$ cat config.mk
export PLATFORM = sky130hd
export DESIGN_NAME = memory_access_scheduler_flat
export DESIGN_NICKNAME = d
export VERILOG_FILES = /design/src/rtl/memory_access_scheduler_pkg.sv /design/src/rtl/memory_access_scheduler_if.sv /design/src/rtl/memory_access_scheduler_tag_fifo.sv /design/src/rtl/memory_access_scheduler.sv /design/src/flat_wrapper.sv
export SDC_FILE = /design/constraint.sdc
export NUM_CORES = 1
export LEC_CHECK = 0
export CORE_ASPECT_RATIO = 1.2
export CORE_UTILIZATION = 29
export DETAILED_ROUTE_END_ITERATION = 10
export GPL_TIMING_DRIVEN = 0
export HOLD_SLACK_MARGIN = 0.03
export MAX_ROUTING_LAYER = met4
export PLACE_DENSITY_LB_ADDON = 0.25
export SLEW_MARGIN = 20
export SYNTH_ARGS = -nofsm -noshare
export SYNTH_HDL_FRONTEND = slang
export SYNTH_SLANG_ARGS = --single-unit
$ cat constraint.sdc
create_clock -name iCLOCK -period 14.9 [get_ports iCLOCK]
set_input_delay 2.235 -clock iCLOCK [delete_from_list [all_inputs] [get_ports iCLOCK]]
set_output_delay 2.235 -clock iCLOCK [all_outputs]
set_load 0.02 [all_outputs]
$ cat src/rtl/memory_access_scheduler_pkg.sv
// Shared constants for the memory access scheduler: source tags and FSM states.
package memory_sched_pkg;

  localparam logic MEMSCHED_SRC_INST = 1'b0;
  localparam logic MEMSCHED_SRC_DATA = 1'b1;

  typedef enum logic {
    MEMSCHED_ST_RUN   = 1'b0,
    MEMSCHED_ST_DRAIN = 1'b1
  } memsched_state_e;

endpackage

$ cat src/rtl/memory_access_scheduler_if.sv
// Bundle of requester, memory-port and response signals around the scheduler.
interface memory_access_scheduler_if;

  logic        iDATA_REQ;
  logic        oDATA_LOCK;
  logic        iDATA_RW;
  logic [31:0] iDATA_ADDR;
  logic [31:0] iDATA_DATA;
  logic        iINST_REQ;
  logic        oINST_LOCK;
  logic [31:0] iINST_ADDR;
  logic        iDRAIN;
  logic        oIDLE;
  logic        oMEMORY_REQ;
  logic        iMEMORY_LOCK;
  logic        oMEMORY_RW;
  logic        oMEMORY_STORE_ACK;
  logic [31:0] oMEMORY_ADDR;
  logic [31:0] oMEMORY_DATA;
  logic        iMEMORY_VALID;
  logic        iMEMORY_STORE_ACK;
  logic [63:0] iMEMORY_DATA;
  logic        oDATA_VALID;
  logic [63:0] oDATA_DATA;
  logic        oINST_VALID;
  logic [63:0] oINST_DATA;
  logic        oPROTOCOL_ERR;

  modport slave (
    input  iDATA_REQ, iDATA_RW, iDATA_ADDR, iDATA_DATA,
    input  iINST_REQ, iINST_ADDR, iDRAIN,
    input  iMEMORY_LOCK, iMEMORY_VALID, iMEMORY_STORE_ACK, iMEMORY_DATA,
    output oDATA_LOCK, oINST_LOCK, oIDLE,
    output oMEMORY_REQ, oMEMORY_RW, oMEMORY_STORE_ACK, oMEMORY_ADDR, oMEMORY_DATA,
    output oDATA_VALID, oDATA_DATA, oINST_VALID, oINST_DATA, oPROTOCOL_ERR
  );

  modport master (
    output iDATA_REQ, iDATA_RW, iDATA_ADDR, iDATA_DATA,
    output iINST_REQ, iINST_ADDR, iDRAIN,
    output iMEMORY_LOCK, iMEMORY_VALID, iMEMORY_STORE_ACK, iMEMORY_DATA,
    input  oDATA_LOCK, oINST_LOCK, oIDLE,
    input  oMEMORY_REQ, oMEMORY_RW, oMEMORY_STORE_ACK, oMEMORY_ADDR, oMEMORY_DATA,
    input  oDATA_VALID, oDATA_DATA, oINST_VALID, oINST_DATA, oPROTOCOL_ERR
  );

endinterface

$ cat src/rtl/memory_access_scheduler_tag_fifo.sv
// 1-bit source-tag FIFO recording which requester owns each outstanding read.
module memory_sched_tag_fifo #(
  parameter int TAG_DEPTH   = 16,
  parameter int TAG_DEPTH_N = 4
) (
  input  logic                 i_clk,
  input  logic                 i_rst,
  input  logic                 i_push,
  input  logic                 i_push_data,
  input  logic                 i_pop,
  output logic                 o_pop_data,
  output logic                 o_full,
  output logic                 o_empty,
  output logic [TAG_DEPTH_N:0] o_count
);

  logic                   r_mem [TAG_DEPTH];
  logic [TAG_DEPTH_N-1:0] r_wr_ptr;
  logic [TAG_DEPTH_N-1:0] r_rd_ptr;
  logic [TAG_DEPTH_N:0]   r_count;
  logic                   w_push;
  logic                   w_pop;

  assign o_full     = (r_count == (TAG_DEPTH_N+1)'(TAG_DEPTH));
  assign o_empty    = (r_count == '0);
  assign o_count    = r_count;
  assign o_pop_data = r_mem[r_rd_ptr];

  assign w_push = i_push && !o_full;
  assign w_pop  = i_pop && !o_empty;

  // Storage is not reset; only the pointers and count define validity.
  always_ff @(posedge i_clk) begin
    if (w_push) r_mem[r_wr_ptr] <= i_push_data;
  end

  always_ff @(posedge i_clk or posedge i_rst) begin
    if (i_rst) begin
      r_wr_ptr <= '0;
      r_rd_ptr <= '0;
      r_count  <= '0;
    end else begin
      if (w_push) r_wr_ptr <= r_wr_ptr + 1'b1;
      if (w_pop)  r_rd_ptr <= r_rd_ptr + 1'b1;
      case ({w_push, w_pop})
        2'b10:   r_count <= r_count + 1'b1;
        2'b01:   r_count <= r_count - 1'b1;
        default: r_count <= r_count;
      endcase
    end
  end

endmodule

$ cat src/rtl/memory_access_scheduler.sv
// Single memory port arbiter: data priority with inst anti-starvation, read tag
// tracking, response routing and a drain mode for MMU switches.
module memory_access_scheduler
  import memory_sched_pkg::*;
#(
  parameter int STARVE_LIMIT = 8,
  parameter int TAG_DEPTH    = 16,
  parameter int TAG_DEPTH_N  = 4
) (
  input  logic                      iCLOCK,
  input  logic                      iRESET,
  memory_access_scheduler_if.slave  bus
);

  memsched_state_e      r_state;
  logic [7:0]           r_starve_cnt;
  logic                 w_starved;
  logic                 w_data_win;
  logic                 w_inst_win;
  logic                 w_is_store;
  logic                 w_can_grant;
  logic                 w_data_grant;
  logic                 w_inst_grant;
  logic                 w_grant;
  logic                 w_push;
  logic                 w_pop_req;
  logic                 w_pop;
  logic                 w_tag;
  logic                 w_fifo_full;
  logic                 w_fifo_empty;
  logic [TAG_DEPTH_N:0] w_fifo_count;

  assign w_starved  = (r_starve_cnt == 8'(STARVE_LIMIT)) && bus.iINST_REQ;
  assign w_data_win = bus.iDATA_REQ && !w_starved;
  assign w_inst_win = bus.iINST_REQ && !w_data_win;
  assign w_is_store = w_data_win && bus.iDATA_RW;

  // Stores take no tag, so they can still go out while the tag FIFO is full.
  assign w_can_grant  = !bus.iMEMORY_LOCK && (r_state == MEMSCHED_ST_RUN) && !bus.iDRAIN
                        && (!w_fifo_full || w_is_store);
  assign w_data_grant = w_can_grant && w_data_win;
  assign w_inst_grant = w_can_grant && w_inst_win;
  assign w_grant      = w_data_grant || w_inst_grant;

  assign bus.oDATA_LOCK = !w_data_grant;
  assign bus.oINST_LOCK = !w_inst_grant;

  assign w_push    = w_grant && !w_is_store;
  assign w_pop_req = bus.iMEMORY_VALID && !bus.iMEMORY_STORE_ACK;
  assign w_pop     = w_pop_req && !w_fifo_empty;

  assign bus.oIDLE = (r_state == MEMSCHED_ST_DRAIN) && (w_fifo_count == '0) && !bus.oMEMORY_REQ;

  memory_sched_tag_fifo #(
    .TAG_DEPTH   (TAG_DEPTH),
    .TAG_DEPTH_N (TAG_DEPTH_N)
  ) u_tag_fifo (
    .i_clk       (iCLOCK),
    .i_rst       (iRESET),
    .i_push      (w_push),
    .i_push_data (w_data_win ? MEMSCHED_SRC_DATA : MEMSCHED_SRC_INST),
    .i_pop       (w_pop),
    .o_pop_data  (w_tag),
    .o_full      (w_fifo_full),
    .o_empty     (w_fifo_empty),
    .o_count     (w_fifo_count)
  );

  always_ff @(posedge iCLOCK or posedge iRESET) begin
    if (iRESET) begin
      r_state      <= MEMSCHED_ST_RUN;
      r_starve_cnt <= '0;
    end else begin
      case (r_state)
        MEMSCHED_ST_RUN:   if (bus.iDRAIN)  r_state <= MEMSCHED_ST_DRAIN;
        MEMSCHED_ST_DRAIN: if (!bus.iDRAIN) r_state <= MEMSCHED_ST_RUN;
        default:           r_state <= MEMSCHED_ST_RUN;
      endcase
      if (!bus.iINST_REQ || w_inst_grant)
        r_starve_cnt <= '0;
      else if (w_data_grant && (r_starve_cnt != 8'(STARVE_LIMIT)))
        r_starve_cnt <= r_starve_cnt + 8'd1;
    end
  end

  always_ff @(posedge iCLOCK or posedge iRESET) begin
    if (iRESET) begin
      bus.oMEMORY_REQ       <= 1'b0;
      bus.oMEMORY_RW        <= 1'b0;
      bus.oMEMORY_STORE_ACK <= 1'b0;
      bus.oMEMORY_ADDR      <= '0;
      bus.oMEMORY_DATA      <= '0;
    end else if (w_grant) begin
      bus.oMEMORY_REQ       <= 1'b1;
      bus.oMEMORY_RW        <= w_data_grant && bus.iDATA_RW;
      bus.oMEMORY_STORE_ACK <= w_data_grant && bus.iDATA_RW;
      bus.oMEMORY_ADDR      <= w_data_grant ? bus.iDATA_ADDR : bus.iINST_ADDR;
      bus.oMEMORY_DATA      <= w_data_grant ? bus.iDATA_DATA : 32'd0;
    end else if (!bus.iMEMORY_LOCK) begin
      bus.oMEMORY_REQ       <= 1'b0;
    end
  end

  always_ff @(posedge iCLOCK or posedge iRESET) begin
    if (iRESET) begin
      bus.oDATA_VALID   <= 1'b0;
      bus.oDATA_DATA    <= '0;
      bus.oINST_VALID   <= 1'b0;
      bus.oINST_DATA    <= '0;
      bus.oPROTOCOL_ERR <= 1'b0;
    end else begin
      bus.oDATA_VALID <= (bus.iMEMORY_VALID && bus.iMEMORY_STORE_ACK)
                         || (w_pop && (w_tag == MEMSCHED_SRC_DATA));
      bus.oINST_VALID <= w_pop && (w_tag == MEMSCHED_SRC_INST);
      if (w_pop && (w_tag == MEMSCHED_SRC_DATA)) bus.oDATA_DATA <= bus.iMEMORY_DATA;
      if (w_pop && (w_tag == MEMSCHED_SRC_INST)) bus.oINST_DATA <= bus.iMEMORY_DATA;
      if (w_pop_req && w_fifo_empty) bus.oPROTOCOL_ERR <= 1'b1;
    end
  end

endmodule

$ cat src/flat_wrapper.sv
// flat-port wrapper written by rule: the top's interface ports become plain ports
module memory_access_scheduler_flat import memory_sched_pkg::*;
#(
  parameter int STARVE_LIMIT = 8,
  parameter int TAG_DEPTH    = 16,
  parameter int TAG_DEPTH_N  = 4
)
  (iCLOCK, iRESET, bus_iDATA_REQ, bus_iDATA_RW, bus_iDATA_ADDR, bus_iDATA_DATA, bus_iINST_REQ, bus_iINST_ADDR, bus_iDRAIN, bus_iMEMORY_LOCK, bus_iMEMORY_VALID, bus_iMEMORY_STORE_ACK, bus_iMEMORY_DATA, bus_oDATA_LOCK, bus_oINST_LOCK, bus_oIDLE, bus_oMEMORY_REQ, bus_oMEMORY_RW, bus_oMEMORY_STORE_ACK, bus_oMEMORY_ADDR, bus_oMEMORY_DATA, bus_oDATA_VALID, bus_oDATA_DATA, bus_oINST_VALID, bus_oINST_DATA, bus_oPROTOCOL_ERR);
  memory_access_scheduler_if bus_i ();
  input  logic iCLOCK;
  input  logic iRESET;
  input wire logic [$bits(bus_i.iDATA_REQ)-1:0] bus_iDATA_REQ;
  input wire logic [$bits(bus_i.iDATA_RW)-1:0] bus_iDATA_RW;
  input wire logic [$bits(bus_i.iDATA_ADDR)-1:0] bus_iDATA_ADDR;
  input wire logic [$bits(bus_i.iDATA_DATA)-1:0] bus_iDATA_DATA;
  input wire logic [$bits(bus_i.iINST_REQ)-1:0] bus_iINST_REQ;
  input wire logic [$bits(bus_i.iINST_ADDR)-1:0] bus_iINST_ADDR;
  input wire logic [$bits(bus_i.iDRAIN)-1:0] bus_iDRAIN;
  input wire logic [$bits(bus_i.iMEMORY_LOCK)-1:0] bus_iMEMORY_LOCK;
  input wire logic [$bits(bus_i.iMEMORY_VALID)-1:0] bus_iMEMORY_VALID;
  input wire logic [$bits(bus_i.iMEMORY_STORE_ACK)-1:0] bus_iMEMORY_STORE_ACK;
  input wire logic [$bits(bus_i.iMEMORY_DATA)-1:0] bus_iMEMORY_DATA;
  output wire logic [$bits(bus_i.oDATA_LOCK)-1:0] bus_oDATA_LOCK;
  output wire logic [$bits(bus_i.oINST_LOCK)-1:0] bus_oINST_LOCK;
  output wire logic [$bits(bus_i.oIDLE)-1:0] bus_oIDLE;
  output wire logic [$bits(bus_i.oMEMORY_REQ)-1:0] bus_oMEMORY_REQ;
  output wire logic [$bits(bus_i.oMEMORY_RW)-1:0] bus_oMEMORY_RW;
  output wire logic [$bits(bus_i.oMEMORY_STORE_ACK)-1:0] bus_oMEMORY_STORE_ACK;
  output wire logic [$bits(bus_i.oMEMORY_ADDR)-1:0] bus_oMEMORY_ADDR;
  output wire logic [$bits(bus_i.oMEMORY_DATA)-1:0] bus_oMEMORY_DATA;
  output wire logic [$bits(bus_i.oDATA_VALID)-1:0] bus_oDATA_VALID;
  output wire logic [$bits(bus_i.oDATA_DATA)-1:0] bus_oDATA_DATA;
  output wire logic [$bits(bus_i.oINST_VALID)-1:0] bus_oINST_VALID;
  output wire logic [$bits(bus_i.oINST_DATA)-1:0] bus_oINST_DATA;
  output wire logic [$bits(bus_i.oPROTOCOL_ERR)-1:0] bus_oPROTOCOL_ERR;
  assign bus_i.iDATA_REQ = bus_iDATA_REQ;
  assign bus_i.iDATA_RW = bus_iDATA_RW;
  assign bus_i.iDATA_ADDR = bus_iDATA_ADDR;
  assign bus_i.iDATA_DATA = bus_iDATA_DATA;
  assign bus_i.iINST_REQ = bus_iINST_REQ;
  assign bus_i.iINST_ADDR = bus_iINST_ADDR;
  assign bus_i.iDRAIN = bus_iDRAIN;
  assign bus_i.iMEMORY_LOCK = bus_iMEMORY_LOCK;
  assign bus_i.iMEMORY_VALID = bus_iMEMORY_VALID;
  assign bus_i.iMEMORY_STORE_ACK = bus_iMEMORY_STORE_ACK;
  assign bus_i.iMEMORY_DATA = bus_iMEMORY_DATA;
  assign bus_oDATA_LOCK = bus_i.oDATA_LOCK;
  assign bus_oINST_LOCK = bus_i.oINST_LOCK;
  assign bus_oIDLE = bus_i.oIDLE;
  assign bus_oMEMORY_REQ = bus_i.oMEMORY_REQ;
  assign bus_oMEMORY_RW = bus_i.oMEMORY_RW;
  assign bus_oMEMORY_STORE_ACK = bus_i.oMEMORY_STORE_ACK;
  assign bus_oMEMORY_ADDR = bus_i.oMEMORY_ADDR;
  assign bus_oMEMORY_DATA = bus_i.oMEMORY_DATA;
  assign bus_oDATA_VALID = bus_i.oDATA_VALID;
  assign bus_oDATA_DATA = bus_i.oDATA_DATA;
  assign bus_oINST_VALID = bus_i.oINST_VALID;
  assign bus_oINST_DATA = bus_i.oINST_DATA;
  assign bus_oPROTOCOL_ERR = bus_i.oPROTOCOL_ERR;
  memory_access_scheduler #(.STARVE_LIMIT(STARVE_LIMIT), .TAG_DEPTH(TAG_DEPTH), .TAG_DEPTH_N(TAG_DEPTH_N)) u_core (.iCLOCK(iCLOCK), .iRESET(iRESET), .bus(bus_i));
endmodule
==> results of run 1 <==
-- critical path: cells and delay by family --
| family | cells | cell delay, ns |
|---|---|---|
| AOI/OAI and AO/OA | 1 | 0.20 |
| and+or+nand+nor | 2 | 0.76 |
| buffers and inverters | 5 | 1.61 |
-- sequential cells by signal (all words and copies together) (netlist names), 5 cells and up --
name and count:
u_core.bus.oINST_DATA 64, u_core.u_tag_fifo.o_count 5, u_core.r_starve_cnt 8, u_core.bus.oDATA_DATA 64, u_core.u_tag_fifo.r_mem 16, u_core.bus.oMEMORY_DATA 32, u_core.bus.oMEMORY_ADDR 32
-- cell families after synthesis --
logic type / share of synthesized area (%)
DFF: 62.3
AOI/OAI and AO/OA: 8.42
buffers and inverters: 4.43
adders and majority gates: 1.31
muxes: 16.8
xor gates and xnor gates: 1.65
and+or+nand+nor: 5.19
-- layout make-up --
type | count | area [sq um]
plain buffers | 41 | 263
clock buffers | 41 | 808
clock inverters | 7 | 67.6
fillers | 2975 | 17600
inverters | 43 | 169
multi-input cells | 368 | 3190
flip-flops and latches | 235 | 5960
well taps | 407 | 509
repair buffers | 370 | 3740
-- per-stage QoR --
stage                     util (%)  cell area (sq um)  setup slack, ns
final                         45.5              14700             7.85
after global routing          45.5              14700             7.72
after CTS                     45.5              14700             7.82
after detailed placement      42.8              13800             7.86
after global placement        42.6              13800             3.40
after floorplan                  -               9580             6.67
-- synth_stat cells, types with 2 or more instances --
master    number
buf_4         15
inv_1         40
nand2b_1       4
a21o_1         2
a21oi_1       36
buf_6          6
o21ai_0        4
nor3b_1        2
nor2_1        18
nor4b_1        6
buf_2          6
dfrtp_1      219
nand4_1        2
edfxtp_1      16
and2_1         5
ha_1          10
and4b_1        5
clkbuf_1      14
nand3b_1       2
a22o_1        32
a211oi_1       2
nand3_1        9
mux4_2         4
mux2_2         3
xor2_1         7
o22ai_1       31
nor3_1         4
mux2i_1        4
xnor2_1       11
inv_2          3
nor2b_1        4
mux2_1       128
nand2_1       16
-- path summary, 6_finish.rpt --
path | from | to | depth (start not counted)
max | bus_iMEMORY_LOCK | bus_oDATA_LOCK | 8
min | u_core.bus.oPROTOCOL_ERR | u_core.bus.oPROTOCOL_ERR | 1
max reg2reg | u_core.r_starve_cnt[0] | u_core.u_tag_fifo.o_count[4] | 17
min reg2reg | u_core.bus.oPROTOCOL_ERR | u_core.bus.oPROTOCOL_ERR | 1
max in group asynchronous | iRESET | u_core.bus.oINST_DATA[41] | 3
min in group asynchronous | iRESET | u_core.bus.oINST_DATA[10] | 2
-- where the power goes --
group / internal, mW / switching (mW) / total (mW) / leakage, nW
Combinational: 0.624 / 0.599 / 1.22 / 3.03
Sequential: 0.887 / 0.132 / 1.02 / 2.76
Clock: 0.389 / 0.258 / 0.647 / 0.432
-- per-layer routing --
layer  part of all wire [%]  track usage (%)
met5                      0                -
met4                    1.6             3.67
met3                    7.7             4.00
met2                     50             27.9
met1                     41             18.6
==> impl_metrics.csv, run 1 <==
group,metric,value,unit
clock_tree,cts_tree,"yes",
logic_synthesis,synth_area,9580,sq um
critical_path,start_kind,"input port",
status,status,"complete, no violations",
clock_tree,htree_levels,1,
logic_synthesis,syn-num-nets,866,
global_route,gr-usage-all-layers,16.1,%
timing,relSlewSlack,29.7,%
drt,dr.pass1.iters,4,
power_and_ir_drop,power_density,196,nW/um^2
floorplanning,num_rows,72,
worst_hold_path,hp-class,"register to register",
logic_synthesis,synth.avg_cell_area,13.9,sq um
critical_path,crit_required,12.66,ns
floorplanning,die_w,168,microns
cells_and_area,fin_cells,1512,
timing,tightest_slew,1.06,ns
critical_path,worstPathArrival,4.81,ns
power_and_ir_drop,irDropWorstVdd,70.1,uV
drt,post-route-drc-count,0,
timing,hold_violations,0,
timing,fin_skew,0.0190,ns
logic_synthesis,synthDistinctLibCells,50,
floorplanning,core,32300,sq um
power_and_ir_drop,total_power,2.89,mW
drt,ant_nets,0,
run,maxCapViolCount,0,
timing,fmax,142,MHz
floorplanning,die_area,33800,sq um
drt,drt-wirelength-per-cell,17.5,microns
global_route,grt_pass1_vias,7286,
clock_tree,cts_root_buffer,"clkbuf_16",
floorplanning,initial_core_util,29.6,%
placement,dp.cells,1464,
clock_tree,hold_buffers,0,
cells_and_area,area_growth,53.6,%
logic_synthesis,ys_ff_latch,235,
cells_and_area,fin_nets,1264,
floorplanning,die-height,201,microns
timing,rsz0062_at_grt,"no",
global_route,grt_max_degree,98,
clock_tree,clock-sinks,235,
placement,dp_hpwl,19.9,mm
critical_path,slowest_delay,0.61,ns
drt,via_per_inst,4.58,
logic_synthesis,syn-instance-count,687,
global_route,overflow,0,
global_route,grt_pass1_wl,41.5,mm
logic_synthesis,synth_top_cell_by_area,"dfrtp_1",
timing,tns,0,ns
global_route,antenna_found_initial,0,
placement,place.gp.congestion,0.765,
logic_synthesis,yosysWarnings,0,
clock_tree,cts_made_buffers,26,
critical_path,endpoint_kind,"primary output",
floorplanning,io_pins,370,
critical_path,worstSetupPathType,"input port to primary output",
cells_and_area,final_common_cell,"clkdlybuf4s50_1",
cells_and_area,final_cell_mix,"clkdlybuf4s50_1 (368), dfrtp_1 (219), mux2_1 (128)",
drt,wl,26.5,mm
power_and_ir_drop,leakage,6.22,nW
critical_path,reg2reg_slack,11.41,ns
logic_synthesis,synth_area_leaders,"dfrtp_1 (57%), mux2_1 (15%), edfxtp_1 (5.0%)",
clock_tree,clock_path_buffers,3,
placement,port_buffers,368,
cells_and_area,antennaDiodeCount,0,
clock_tree,ctsResizeCount,0,
logic_synthesis,ys_seq_area_share,62.3,%
clock_tree,clkTransAtPathRegs,0.05,ns
critical_path,cp_common_cell,"clkdlybuf4s50_1",
timing,post-route-period-util,47.3,%
timing,period_minus_slack,7.05,ns
timing,setup_viol,0,
logic_synthesis,synth_top_area_share,57.2,%
logic_synthesis,ys_async_sr_fraction,93.2,%
drt,num_vias,6918,
timing,slew_viol_final,0,
clock_tree,clock_latency,0.53,ns
logic_synthesis,synth_edf_count,16,
timing,hold_ws,0.461,ns
critical_path,cp_max_fo,10,
critical_path,crit_slowest_cell,"clkdlybuf4s50_1",
drt,drtIter0Drc,256,
cells_and_area,drive_gt1_share,8.05,%
clock_tree,cts_setup_buffers,0,
logic_synthesis,yosys_most_used_dff,"dfrtp_1",
critical_path,worstPathCellList,"clkdlybuf4s50_1, or4b_4, a31oi_4, and2_1, buf_4, inv_2, clkbuf_1, clkdlybuf4s50_1",
(Power assumes the default switching activity.)
==> run 2, diff against run 1 <==
==> constraint.sdc (replaced) <==
create_clock -name iCLOCK -period 6.3 [get_ports iCLOCK]
set_input_delay 0.945 -clock iCLOCK [delete_from_list [all_inputs] [get_ports iCLOCK]]
set_output_delay 0.945 -clock iCLOCK [all_outputs]
set_load 0.02 [all_outputs]
==> impl_metrics.csv, run 2 (same netlist as run 1, synthesis figures left out) <==
group,metric,value,unit
drt,drt-wirelength-per-cell,17.3,microns
power_and_ir_drop,leakage,6.28,nW
timing,post-route-period-util,71.2,%
clock_tree,cts_setup_buffers,0,
cells_and_area,antennaDiodeCount,0,
timing,period_minus_slack,4.49,ns
clock_tree,clkTransAtPathRegs,0.06,ns
floorplanning,num_rows,72,
power_and_ir_drop,power_density,468,nW/um^2
global_route,gr-usage-all-layers,16.0,%
worst_hold_path,holdPathStages,1,
floorplanning,io_pins,370,
timing,tightest_slew,0.636,ns
critical_path,cp_max_fo,10,
cells_and_area,nFillCells,2937,
drt,dr.pass1.iters,4,
timing,slew_viol_final,0,
global_route,grt_pass1_wl,41.1,mm
cells_and_area,final_cell_mix,"clkdlybuf4s50_1 (368), dfrtp_1 (219), mux2_1 (128)",
cells_and_area,drive_gt1_share,8.75,%
cells_and_area,multi_input_area,3190,sq um
global_route,overflow,0,
floorplanning,die_area,33800,sq um
timing,fmax,223,MHz
critical_path,reg2reg_depth,17,
timing,fin_skew,0.0150,ns
run,maxCapViolCount,0,
clock_tree,ctsResizeCount,0,
clock_tree,htree_levels,1,
critical_path,start_kind,"input port",
placement,place.gp.congestion,0.770,
power_and_ir_drop,total_power,6.96,mW
clock_tree,cts_root_buffer,"clkbuf_16",
drt,wl_met3,1.74,mm
clock_tree,cts_made_buffers,27,
critical_path,worstPathArrival,3.54,ns
floorplanning,die-height,201,microns
placement,dp_hpwl,19.9,mm
drt,wl_met1,10.6,mm
drt,via_per_inst,4.58,
drt,num_vias,6945,
drt,route.met2.wl,13.2,mm
drt,post-route-drc-count,0,
critical_path,crit_required,5.35,ns
critical_path,reg2reg_slack,2.88,ns
cells_and_area,area_growth,55.2,%
drt,drtIter0Drc,251,
worst_hold_path,hp-class,"register to register",
critical_path,worstSetupPathType,"input port to primary output",
timing,tns,0,ns
power_and_ir_drop,irDropWorstVdd,206,uV
drt,routed.top_layer,"met4",
cells_and_area,fin_nets,1270,
cells_and_area,final_common_cell,"clkdlybuf4s50_1",
floorplanning,core,32300,sq um
placement,port_buffers,368,
timing,relSlewSlack,57.6,%
drt,wl,26.2,mm
timing,hold_violations,0,
drt,ant_nets,0,
status,status,"complete, no violations",
floorplanning,initial_core_util,29.6,%
timing,setup_viol,0,
worst_hold_path,hp-start,"u_core.bus.oPROTOCOL_ERR",
clock_tree,cts_tree,"yes",
critical_path,endpoint_kind,"primary output",
global_route,antenna_found_initial,0,
critical_path,r2r-end,"u_core.u_tag_fifo.o_count[4]",
cells_and_area,regArea,5960,sq um
global_route,grt_max_degree,33,
critical_path,r2r-start,"u_core.r_starve_cnt[0]",
clock_tree,clock-sinks,235,
clock_tree,clock_path_buffers,3,
clock_tree,clock_latency,0.54,ns
worst_hold_path,min_to,"u_core.bus.oPROTOCOL_ERR",
floorplanning,die_w,168,microns
clock_tree,hold_buffers,0,
cells_and_area,top_regs,"u_core.bus.oDATA_DATA (64), u_core.bus.oINST_DATA (64)",
global_route,grt_pass1_vias,7283,
timing,rsz0062_at_grt,"no",
## run 2: critical path, cell delays in order
cell and delay (ns):
clkdlybuf4s50_1 0.50, or4b_4 0.58, a31oi_4 0.21, and2_1 0.18, buf_4 0.16, inv_2 0.10, clkbuf_1 0.25, clkdlybuf4s50_1 0.61
## run 2: report_power, final
group          leakage [nW]  internal, mW  switching (mW)  total [mW]
sequential             2.76          2.10           0.311        2.41
clock                 0.464          1.03           0.626        1.65
combinational          3.06          1.48            1.42        2.90
## run 2: worst max path at each step
stage | start | end | slack [ns] | cells after the start
2_1_floorplan | iRESET | u_core.bus.oDATA_DATA[0] | 2.50 | 1
3_3_place_gp | iRESET | u_core.bus.oMEMORY_ADDR[4] | 0.62 | 2
3_5_place_dp | bus_iMEMORY_LOCK | bus_oDATA_LOCK | 1.81 | 8
4_1_cts | bus_iMEMORY_LOCK | bus_oDATA_LOCK | 1.80 | 8
5_1_grt | bus_iMEMORY_LOCK | bus_oDATA_LOCK | 1.68 | 8
6_report | bus_iMEMORY_LOCK | bus_oDATA_LOCK | 1.81 | 8
## run 2: area by class of cell
| type | instances | area share (%) |
|---|---|---|
| plain buffers | 41 | 1.77 |
| clock buffers | 37 | 5.27 |
| clock inverters | 10 | 1.08 |
| inverters | 43 | 1.11 |
| multi-input cells | 368 | 21.5 |
| flip-flops and latches | 235 | 40.1 |
| well taps | 407 | 3.43 |
| repair buffers | 375 | 25.7 |
## run 2: metal layers
metal / up-vias / GRT usage [%]
li1: 3252 / -
met1: 3367 / 18.8
met2: 282 / 27.4
met3: 44 / 3.37
met4: 0 / 4.75
met5: - / -
## run 2: metrics by stage
stage          std cells  hold slack (ns)  instance area (sq um)  utilization [%]  worst slack, ns
2_1_floorplan        687            0.500                   9580                -             2.50
3_3_place_gp        1462            0.443                  13800             42.6            0.617
3_5_place_dp        1469            0.455                  13900             43.0             1.81
4_1_cts             1516            0.470                  14900             45.9             1.80
5_1_grt             1516            0.488                  14900             45.9             1.68
6_report            1516            0.464                  14900             45.9             1.81
